**config.mk**
```make
export PLATFORM = sky130hd
export DESIGN_NAME = ddram_arbiter_flat
export DESIGN_NICKNAME = d
export VERILOG_FILES = /design/src/rtl/ddram_arbiter_if.sv /design/src/rtl/ddram_arbiter.sv /design/src/flat_wrapper.sv
export SDC_FILE = /design/constraint.sdc
export NUM_CORES = 1
export LEC_CHECK = 0
export CORE_AREA = 3 3 204 206
export CTS_CLUSTER_DIAMETER = 30
export DETAILED_ROUTE_END_ITERATION = 12
export DIE_AREA = 0 0 207 209
export MAX_ROUTING_LAYER = met4
export SYNTH_ARGS = -nofsm -noshare
export SYNTH_HDL_FRONTEND = slang
export SYNTH_SLANG_ARGS = --single-unit
```
**constraint.sdc**
```tcl
create_clock -name CLK -period 4.4 [get_ports CLK]
set_input_delay 0.44 -clock CLK [delete_from_list [all_inputs] [get_ports CLK]]
set_output_delay 0.44 -clock CLK [all_outputs]
set_load 0.01 [all_outputs]
```
**src/rtl/ddram_arbiter_if.sv**
```systemverilog
// One DDR3-style burst port: request side (addr/data/rd/we) plus wait and read-return side.
// The same bundle describes each master port and the shared downstream DDRAM port.
interface ddram_arbiter_if #(
  parameter int ADDRBITS = 24
);
  logic [ADDRBITS:0] addr;
  logic [63:0]       din;
  logic [7:0]        be;
  logic [7:0]        burstcnt;
  logic              rd;
  logic              we;
  logic              busy;
  logic [63:0]       dout;
  logic              dout_ready;

  // master issues requests; slave answers with busy and read data
  modport master (
    output addr, din, be, burstcnt, rd, we,
    input  busy, dout, dout_ready
  );

  modport slave (
    input  addr, din, be, burstcnt, rd, we,
    output busy, dout, dout_ready
  );
endinterface

```
**src/rtl/ddram_arbiter.sv**
```systemverilog
// Round-robin arbiter sharing one 64-bit DDR3 burst port between two masters.
// A grant is held for a whole transaction: read command plus all data beats, or every write beat.
module ddram_arbiter #(
  parameter int ADDRBITS = 24
) (
  input  logic            CLK,
  input  logic            RESET_N,
  ddram_arbiter_if.slave  p0,
  ddram_arbiter_if.slave  p1,
  ddram_arbiter_if.master ddram
);

  typedef enum logic [1:0] {
    IDLE,
    CMD,
    RD_DATA,
    WR_DATA
  } state_t;

  state_t      state_reg, state_next;
  logic        owner_reg, owner_next;
  logic        last_reg, last_next;
  logic [7:0]  beats_reg, beats_next;

  logic [ADDRBITS:0] own_addr;
  logic [7:0]        own_burstcnt;
  logic              own_rd;
  logic              own_we;
  logic              req0;
  logic              req1;
  logic              cmd_rd;
  logic              cmd_we;
  logic              grant_window;

  // Downstream address/data always follow the current owner, so after reset they track port 0
  assign own_addr     = owner_reg ? p1.addr : p0.addr;
  assign own_burstcnt = owner_reg ? p1.burstcnt : p0.burstcnt;
  assign own_rd       = owner_reg ? p1.rd : p0.rd;
  assign own_we       = owner_reg ? p1.we : p0.we;

  assign req0 = p0.rd | p0.we;
  assign req1 = p1.rd | p1.we;

  assign ddram.addr     = own_addr;
  assign ddram.din      = owner_reg ? p1.din : p0.din;
  assign ddram.be       = owner_reg ? p1.be : p0.be;
  assign ddram.burstcnt = own_burstcnt;
  assign ddram.rd       = cmd_rd;
  assign ddram.we       = cmd_we;

  always_ff @(posedge CLK or negedge RESET_N) begin
    if (!RESET_N) begin
      state_reg <= IDLE;
      owner_reg <= 1'b0;
      last_reg  <= 1'b1;
      beats_reg <= 8'd0;
    end else begin
      state_reg <= state_next;
      owner_reg <= owner_next;
      last_reg  <= last_next;
      beats_reg <= beats_next;
    end
  end

  always_comb begin
    state_next = state_reg;
    owner_next = owner_reg;
    last_next  = last_reg;
    beats_next = beats_reg;
    cmd_rd     = 1'b0;
    cmd_we     = 1'b0;
    case (state_reg)
      IDLE: begin
        if (req0 || req1) begin
          // a tie goes to the port that did not win last time
          owner_next = (req0 && req1) ? ~last_reg : req1;
          last_next  = owner_next;
          state_next = CMD;
        end
      end
      CMD: begin
        cmd_rd = own_rd;
        cmd_we = own_we & ~own_rd;
        if (!own_rd && !own_we) begin
          state_next = IDLE;
        end else if (!ddram.busy) begin
          if (own_rd) begin
            beats_next = (own_burstcnt == 8'd0) ? 8'd1 : own_burstcnt;
            state_next = RD_DATA;
          end else if (own_burstcnt <= 8'd1) begin
            state_next = IDLE;
          end else begin
            beats_next = own_burstcnt - 8'd1;
            state_next = WR_DATA;
          end
        end
      end
      RD_DATA: begin
        if (ddram.dout_ready) begin
          if (beats_reg == 8'd1) begin
            state_next = IDLE;
          end else begin
            beats_next = beats_reg - 8'd1;
          end
        end
      end
      WR_DATA: begin
        cmd_we = own_we;
        if (own_we && !ddram.busy) begin
          if (beats_reg == 8'd1) begin
            state_next = IDLE;
          end else begin
            beats_next = beats_reg - 8'd1;
          end
        end
      end
      default: begin
        state_next = IDLE;
      end
    endcase
  end

  // Only the owner in a command/write phase may see the downstream waitrequest
  assign grant_window = (state_reg == CMD) || (state_reg == WR_DATA);

  assign p0.busy = (grant_window && !owner_reg) ? ddram.busy : 1'b1;
  assign p1.busy = (grant_window && owner_reg) ? ddram.busy : 1'b1;

  assign p0.dout = ddram.dout;
  assign p1.dout = ddram.dout;

  assign p0.dout_ready = ddram.dout_ready && (state_reg == RD_DATA) && !owner_reg;
  assign p1.dout_ready = ddram.dout_ready && (state_reg == RD_DATA) && owner_reg;

endmodule

```
**src/flat_wrapper.sv**
```systemverilog
// flat-port wrapper written by rule: the top's interface ports become plain ports
module ddram_arbiter_flat 
#(
  parameter int ADDRBITS = 24
)
  (CLK, RESET_N, p0_addr, p0_din, p0_be, p0_burstcnt, p0_rd, p0_we, p0_busy, p0_dout, p0_dout_ready, p1_addr, p1_din, p1_be, p1_burstcnt, p1_rd, p1_we, p1_busy, p1_dout, p1_dout_ready, ddram_addr, ddram_din, ddram_be, ddram_burstcnt, ddram_rd, ddram_we, ddram_busy, ddram_dout, ddram_dout_ready);
  ddram_arbiter_if #(.ADDRBITS(ADDRBITS)) p0_i ();
  ddram_arbiter_if #(.ADDRBITS(ADDRBITS)) p1_i ();
  ddram_arbiter_if #(.ADDRBITS(ADDRBITS)) ddram_i ();
  input  logic CLK;
  input  logic RESET_N;
  input wire logic [$bits(p0_i.addr)-1:0] p0_addr;
  input wire logic [$bits(p0_i.din)-1:0] p0_din;
  input wire logic [$bits(p0_i.be)-1:0] p0_be;
  input wire logic [$bits(p0_i.burstcnt)-1:0] p0_burstcnt;
  input wire logic [$bits(p0_i.rd)-1:0] p0_rd;
  input wire logic [$bits(p0_i.we)-1:0] p0_we;
  output wire logic [$bits(p0_i.busy)-1:0] p0_busy;
  output wire logic [$bits(p0_i.dout)-1:0] p0_dout;
  output wire logic [$bits(p0_i.dout_ready)-1:0] p0_dout_ready;
  input wire logic [$bits(p1_i.addr)-1:0] p1_addr;
  input wire logic [$bits(p1_i.din)-1:0] p1_din;
  input wire logic [$bits(p1_i.be)-1:0] p1_be;
  input wire logic [$bits(p1_i.burstcnt)-1:0] p1_burstcnt;
  input wire logic [$bits(p1_i.rd)-1:0] p1_rd;
  input wire logic [$bits(p1_i.we)-1:0] p1_we;
  output wire logic [$bits(p1_i.busy)-1:0] p1_busy;
  output wire logic [$bits(p1_i.dout)-1:0] p1_dout;
  output wire logic [$bits(p1_i.dout_ready)-1:0] p1_dout_ready;
  output wire logic [$bits(ddram_i.addr)-1:0] ddram_addr;
  output wire logic [$bits(ddram_i.din)-1:0] ddram_din;
  output wire logic [$bits(ddram_i.be)-1:0] ddram_be;
  output wire logic [$bits(ddram_i.burstcnt)-1:0] ddram_burstcnt;
  output wire logic [$bits(ddram_i.rd)-1:0] ddram_rd;
  output wire logic [$bits(ddram_i.we)-1:0] ddram_we;
  input wire logic [$bits(ddram_i.busy)-1:0] ddram_busy;
  input wire logic [$bits(ddram_i.dout)-1:0] ddram_dout;
  input wire logic [$bits(ddram_i.dout_ready)-1:0] ddram_dout_ready;
  assign p0_i.addr = p0_addr;
  assign p0_i.din = p0_din;
  assign p0_i.be = p0_be;
  assign p0_i.burstcnt = p0_burstcnt;
  assign p0_i.rd = p0_rd;
  assign p0_i.we = p0_we;
  assign p0_busy = p0_i.busy;
  assign p0_dout = p0_i.dout;
  assign p0_dout_ready = p0_i.dout_ready;
  assign p1_i.addr = p1_addr;
  assign p1_i.din = p1_din;
  assign p1_i.be = p1_be;
  assign p1_i.burstcnt = p1_burstcnt;
  assign p1_i.rd = p1_rd;
  assign p1_i.we = p1_we;
  assign p1_busy = p1_i.busy;
  assign p1_dout = p1_i.dout;
  assign p1_dout_ready = p1_i.dout_ready;
  assign ddram_addr = ddram_i.addr;
  assign ddram_din = ddram_i.din;
  assign ddram_be = ddram_i.be;
  assign ddram_burstcnt = ddram_i.burstcnt;
  assign ddram_rd = ddram_i.rd;
  assign ddram_we = ddram_i.we;
  assign ddram_i.busy = ddram_busy;
  assign ddram_i.dout = ddram_dout;
  assign ddram_i.dout_ready = ddram_dout_ready;
  ddram_arbiter #(.ADDRBITS(ADDRBITS)) u_core (.CLK(CLK), .RESET_N(RESET_N), .p0(p0_i), .p1(p1_i), .ddram(ddram_i));
endmodule
```
# After elaboration in Yosys (flattened, before gate mapping)

Cells that the tools add are included.

Register bits after elaboration: 12
Output and inout bits: 239
Logic and storage cells: 72
Input bits: 282

Mux-type cells: 29
Bitwise logic cells: 5
Magnitude comparators: 1
Add/sub/neg operators: 2
Reductions and logical operators: 20
Eq/ne operators: 11

Operators with widths:

| cell                | number |
|---|---|
| $mux 8              | 10 |
| $mux 64             | 1 |
| $mux 25             | 1 |
| $pmux 8 s3          | 1 |
| $mux 2              | 8 |
| $sub 8x1->8 const B | 2 |
| $eq 8x1->1 const B  | 1 |
| $le 8x1->1 const B  | 1 |
| $logic_and 1x1->1   | 8 |
| $logic_not 8->1     | 1 |
| $pmux 2 s4          | 1 |
| $mux 1              | 6 |
| $ne 2x2->1 const B  | 3 |
| $ne 3x2->1 const B  | 2 |
| $reduce_and 6->1    | 1 |
| $eq 2x2->1 const B  | 2 |
| $logic_not 1->1     | 4 |
| $ne 2x1->1 const B  | 2 |
| $reduce_and 4->1    | 1 |
| $reduce_bool 3->1   | 1 |
| $eq 2x1->1 const B  | 1 |
| $logic_not 2->1     | 1 |
| $logic_or 1x1->1    | 2 |
| $not 1->1           | 2 |
| other kinds (4)     | 5 |

# Longest topological paths before layout

Gate-level depths: netlist of run 1.

Depth in word-level cells: 7
Depth in mapped cells: 12
Mapped depth without buffers: 8

# Worst setup path after synthesis of run 1

No wires, ideal clock.

Path kind: register -> register
Start point: reg u_core.owner_reg
End point: reg u_core.beats_reg[6]
Cell stages (with the launch flop): 12
Setup slack: 1.056 ns
Arrival: 3.273 ns
Period minus slack after synthesis: 3.344 ns
Cell sequence: dfrtp_1 -> buf_6 -> clkbuf_1 -> clkbuf_1 -> clkbuf_1 -> mux2i_1 -> ha_1 -> or2_2 -> a21oi_1 -> o32ai_2 -> or4b_2 -> nand4_1

Longest elaborated chain between the ends: 7
Elaborated cells on any way between the ends: 20

Ends and longest elaborated chain:

| element                                               | RTL line                                 | RTL |
|---|---|---|
| start, declared                                       | ddram_arbiter.sv:21                      | `logic owner_reg, owner_next;` |
| start signal, assigned                                | ddram_arbiter.sv:59                      | `owner_reg <= owner_next;` |
| $mux 8                                                | ddram_arbiter.sv:37                      | `assign own_burstcnt = owner_reg ? p1.burstcnt : p0.burstcnt;` |
| $sub 8x1->8 / $logic_not 8->1 (equally long branches) | ddram_arbiter.sv:93, ddram_arbiter.sv:88 |  |
| $mux 8 (on tied branches)                             | ddram_arbiter.sv:90, ddram_arbiter.sv:88 |  |
| $mux 8                                                | ddram_arbiter.sv:87                      | `if (own_rd) begin` |
| $mux 8                                                | ddram_arbiter.sv:86                      | `end else if (!ddram.busy) begin` |
| $mux 8                                                | ddram_arbiter.sv:84                      | `if (!own_rd && !own_we) begin` |
| $pmux 8 s3                                            | ddram_arbiter.sv:72                      | `case (state_reg)` |
| end signal, assigned                                  | ddram_arbiter.sv:61                      | `beats_reg <= beats_next;` |
| end, declared                                         | ddram_arbiter.sv:23                      | `logic [7:0] beats_reg, beats_next;` |

Several ways; a longest one is shown, not always the timed one. The select of a mux whose other input is x is not followed.
A chain may end at the register's enable or synchronous reset.

# Final worst setup path of run 1

Start point: reg u_core.owner_reg
End point: out ddram_be[4]

Longest elaborated chain between the ends: 1

Ends and longest elaborated chain:

| element       | RTL line            | RTL |
|---|---|---|
| $mux 8        | ddram_arbiter.sv:46 | `assign ddram.be = owner_reg ? p1.be : p0.be;` |
| end, declared | flat_wrapper.sv:32  | `output wire logic [$bits(ddram_i.be)-1:0] ddram_be;` |

Every way passes these cells.

==> flow_summary.toml, run 1 <==
[outcome]
outcome = "complete, no violations"

[timing]
slew_viol_final = 0
finalCritPeriodShare = 0.7926
grt_setup_unrepaired = "no"
layout_min_cycle_time_ns = 3.487
setup_viol = 0
clock_skew_ns = 0.001591
fmax_mhz = 286.7
slew_headroom = 0.4005
hold_viol = 0
tightest_slew_ns = 0.8992
fin_tns_setup_ns = 0

[worst_setup_path]
crit_top_cell = "buf_4"
r2r_cells = 6
reg2reg_to = "u_core.beats_reg[7]"
cpPeakStageDelay_ns = 0.67
cp-start-kind = "flip-flop"
cp-end-kind = "primary output"
critPathArrivalTime_ns = 3.05
critPathMaxFanout = 56
regToRegSetupSlack_ns = 1.24
path_cells = "buf_4 > buf_4 > mux2_2 > clkdlybuf4s50_1"
cp.required_ns = 3.96
critical-path-slowest-cell = "buf_4"
critical_path_class = "flip-flop to primary output"
reg2reg_from = "u_core.owner_reg"

[clock_network]
postCtsSetupRepairBufs = 0
cts_tree = "built"
cts_made_buffers = 3
cts_max_level = 1
postCtsHoldBufs = 0
ctsResizeCount = 0
insertion_delay_ns = 0.25
root_buffer = "clkbuf_16"
clk_pin_slew_worst_paths_ns = 0.05
cts_buffer_depth = 2
cts_sinks = 12

[route]
dr_total_vias = 3567
dr.pass1.iters = 6
final_antenna_net_count = 0
via_per_inst = 3.211
drc = 0
wl_per_cell_um = 17.77
wl_mm = 19.75
drt_iter0_drc = 112

[grt]
grt_max_degree = 57
grt_pass1_wl_mm = 27.68
antenna_found_initial = 9
overflow = 0
grt_pass1_vias = 3913
grt_usage = 0.08810

[yosys]
syn_nets = 679
ys_seq_area_frac = 0.08979
synth-edff-count = 0
synthArstFlopShare = 1.000
netlist_instances = 392
synth_area_mm2 = 0.003358
synth_ff_type = "dfrtp_1"
avgSynthCellArea_um2 = 8.567
synth_seq_cells = 12
ys_warn_count = 0
yosysUniqueCellTypes = 46

[place]
placedInstanceArea_mm2 = 0.006277
io_buffers = 328
gp_congestion = 0.8459
dp_hpwl_mm = 17.48

[hold_path]
hold_end = "u_core.last_reg"
hold_depth = 2
hold_path.startpoint = "u_core.last_reg"
hold_path_class = "flip-flop to flip-flop"

[power_and_ir_drop]
vdd_drop_max_uv = 124.0
power.density_mw_per_mm2 = 229.1
leakage_nw = 2.267

[floorplanning]
die-area_mm2 = 0.04326
die_y_um = 209
fp.dieW_um = 207
core-area_mm2 = 0.03982
rows = 73
io_pins = 521
initial_core_util = 0.08433

[layout]
nets = 869
area_growth_pct = 89.94
stdcell_area_mm2 = 0.006379
drive_above_1_share = 0.2065
utilization = 0.1602
largest_register_ffs = 8

[job]
max-cap-violations = 0
==> logic make-up after synthesis <==
family / share of synthesized area
and+or+nand+nor: 0.1252
xor gates and xnor gates: 0.01565
adders and majority gates: 0.01863
buffers and inverters: 0.3163
DFF: 0.08979
muxes: 0.3603
AOI/OAI and AO/OA: 0.07415
==> per-layer routing <==
| layer | track usage | part of all wire |
|---|---|---|
| met4 | 0.02949 | 0.018 |
| met1 | 0.09820 | 0.39 |
| met2 | 0.1427 | 0.49 |
| met3 | 0.03693 | 0.10 |
| met5 | - | 0 |
==> worst max-delay path: cells and delay by family, from the launching register on <==
family	cells	cell delay, ns
flip-flops	1	0.54
multiplexers	1	0.45
buffers and inverters	3	1.74
==> placed cells by master (no fill, tap or decap), types with 6 or more instances in the layout <==
| cell | n |
|---|---|
| nand2_1 | 14 |
| nor2_1 | 20 |
| mux2_2 | 103 |
| dfrtp_1 | 10 |
| o21ai_0 | 6 |
| nor3_1 | 7 |
| inv_1 | 6 |
| nand2b_1 | 6 |
| clkdlybuf4s50_1 | 328 |
| a21oi_1 | 9 |
==> layout make-up <==
class                      count  area (um2)
clock buffer                   4       88.84
tap                          525       656.9
fill                        4526       33440
antenna                        5       12.51
inverter                       6       22.52
timing repair buffer         330        3298
sequential                    12       305.3
multi-input combinational    229        1994
==> how the worst max path moves through the flow <==
stage	slack [ns]	cells past startpoint	to	start
after floorplan	1.06	11	u_core.beats_reg[6]	u_core.owner_reg
after global placement	1.08	7	u_core.beats_reg[7]	p1_burstcnt[2]
after detailed placement	0.96	7	u_core.beats_reg[7]	p1_burstcnt[4]
after CTS	0.88	4	ddram_be[4]	u_core.owner_reg
after global routing	0.77	4	ddram_be[4]	u_core.owner_reg
final	0.91	4	ddram_be[4]	u_core.owner_reg
==> Yosys cell counts (all sizes together) (5+ instances only) <==
cell / n / area (um2)
nand2b: 6 / 37.54
a21oi: 9 / 45.04
nor3: 8 / 45.04
dfrtp: 11 / 275.3
clkbuf: 15 / 56.30
nand2: 14 / 52.55
mux2i: 5 / 50.05
o21ai: 6 / 30.03
or3: 5 / 31.28
nand3: 5 / 25.02
nor2: 20 / 75.07
ha: 5 / 62.56
inv: 6 / 22.52
buf: 130 / 983.4
mux2: 103 / 1160
==> power by group <==
group	internal [W]	total [W]	switching, W	leakage [nW]
Combinational	0.000651	0.00108	0.000429	2.09
Clock	0.000138	0.000192	0.0000545	0.0442
Sequential	0.000142	0.000189	0.0000466	0.130
Total	0.000931	0.00146	0.000530	2.27
==> per-stage QoR <==
step           cells  setup WS (ns)  hold slack [ns]  power [W]
3_5_place_dp    1102         0.9583           0.4953   0.001275
5_1_grt         1110         0.7721           0.5283   0.001559
2_1_floorplan    392          1.056           0.1444  0.0008041
3_3_place_gp    1102          1.080           0.4733   0.001271
4_1_cts         1106         0.8768           0.4947   0.001481
6_report        1111         0.9126           0.4945   0.001462
Note: power is estimated with default switching activity, not from simulation.
==> run 2: changes to the inputs <==
==> constraint.sdc (replaced) <==
create_clock -name CLK -period 3.3 [get_ports CLK]
set_input_delay 0.33 -clock CLK [delete_from_list [all_inputs] [get_ports CLK]]
set_output_delay 0.33 -clock CLK [all_outputs]
set_load 0.01 [all_outputs]
==> flow_summary.toml, run 2 (synthesized netlist as in run 1, its figures left out) <==
[timing]
fin_tns_setup_ns = 0
layout_min_cycle_time_ns = 3.001
hold_slack_ns = 0.4720
slew_viol_final = 0
finalCritPeriodShare = 0.9095
grt_setup_unrepaired = "no"
clock_skew_ns = 0.004559
hold_viol = 0
tightest_slew_ns = 0.6331
setup_viol = 0
slew_headroom = 0.5779
fmax_mhz = 333.2

[clock_network]
cts_made_buffers = 3
ctsResizeCount = 0
root_buffer = "clkbuf_16"
cts_tree = "built"
clk_pin_slew_worst_paths_ns = 0.05
cts_buffer_depth = 2
postCtsSetupRepairBufs = 0
cts_sinks = 12
cts_max_level = 1
postCtsHoldBufs = 0
insertion_delay_ns = 0.24

[power_and_ir_drop]
leakage_nw = 2.279
fin_total_pwr_w = 0.001979
vdd_drop_max_uv = 172.7
power.density_mw_per_mm2 = 309.0

[route]
wl_per_cell_um = 21.88
drc = 0
via_per_inst = 3.313
dr.pass1.iters = 4
dr_total_vias = 3677
wl_mm = 24.28
final_antenna_net_count = 0
drt_iter0_drc = 152

[worst_setup_path]
critPathArrivalTime_ns = 3.18
cp.required_ns = 3.48
cp-start-kind = "flip-flop"
cp-end-kind = "flip-flop"
critPathMaxFanout = 25
critical_path_class = "flip-flop to flip-flop"

[place]
dp_hpwl_mm = 21.83
io_buffers = 328
placedInstanceArea_mm2 = 0.006297
gp_congestion = 0.8806

[grt]
grt_max_degree = 99
grt_pass1_wl_mm = 32.05
grt_usage = 0.1081
antenna_found_initial = 20
overflow = 0
grt_pass1_vias = 3842

[layout]
stdcell_area_mm2 = 0.006405
n_fill_cell = 4542
nets = 870
final_cell_mix = "clkdlybuf4s50_1, mux2_2, nor2_1"
area_growth_pct = 90.72
utilization = 0.1608
largest_register_ffs = 8
final_common_cell = "clkdlybuf4s50_1"
drive_above_1_share = 0.2079

[outcome]
outcome = "complete, no violations"

[floorplanning]
io_pins = 521
core-area_mm2 = 0.03982
fp.dieW_um = 207
die_y_um = 209
rows = 73
die-area_mm2 = 0.04326
initial_core_util = 0.08433

[hold_path]
hold_path_class = "input port to async pin"

[job]
max-cap-violations = 0
run 2: final cells by class:
type                    count  area, um2  share of cell area
repair buffers            331       3318              0.5181
well taps                 525      656.9              0.1026
clock buffers               4      88.84             0.01387
diodes                      3      7.507            0.001172
multi-input cells         229       2006              0.3131
flip-flops and latches     12      305.3             0.04767
inverters                   6      22.52            0.003516
run 2: worst max-delay path, stage by stage (launching register included):
cell     delay [ns]
dfrtp_4        0.61
mux2i_1        0.35
inv_1          0.15
ha_1           0.21
or2_2          0.28
a21oi_1        0.35
o32ai_4        0.22
or4b_2         0.67
nand4_1        0.08
run 2: metrics by stage:
step | cells | worst slack [ns]
2_1_floorplan | 392 | 0.1059
5_1_grt | 1107 | 0.1327
4_1_cts | 1107 | 0.1678
3_5_place_dp | 1103 | 0.05584
6_report | 1110 | 0.2987
3_3_place_gp | 1103 | 0.1320
run 2: final timing paths:
check                           cells past startpoint             endpoint  slack [ns]        startpoint
worst max-delay path                                8  u_core.beats_reg[6]        0.30  u_core.owner_reg
worst min-delay path                                1  u_core.state_reg[0]        0.47           RESET_N
worst min register to register                      2      u_core.last_reg        0.50   u_core.last_reg
worst max register to register                      8  u_core.beats_reg[6]        0.30  u_core.owner_reg
min in group CLK                                    2      u_core.last_reg        0.50   u_core.last_reg
max in group asynchronous                           1     u_core.owner_reg        2.37           RESET_N
run 2: power by group:
group | switching [W] | internal [W] | total [W]
Sequential | 0.0000695 | 0.000190 | 0.000259
Clock | 0.0000723 | 0.000184 | 0.000256
Combinational | 0.000584 | 0.000880 | 0.00146
run 2: metal layers:
layer | share of wire | wire, um | GRT usage | up-vias
li1 | - | - | - | 1632
met1 | 0.40 | 9741 | 0.1243 | 1649
met3 | 0.10 | 2503 | 0.04489 | 42
met4 | 0.011 | 277 | 0.003511 | 0
met2 | 0.48 | 11760 | 0.1867 | 354
met5 | 0 | 0 | - | -
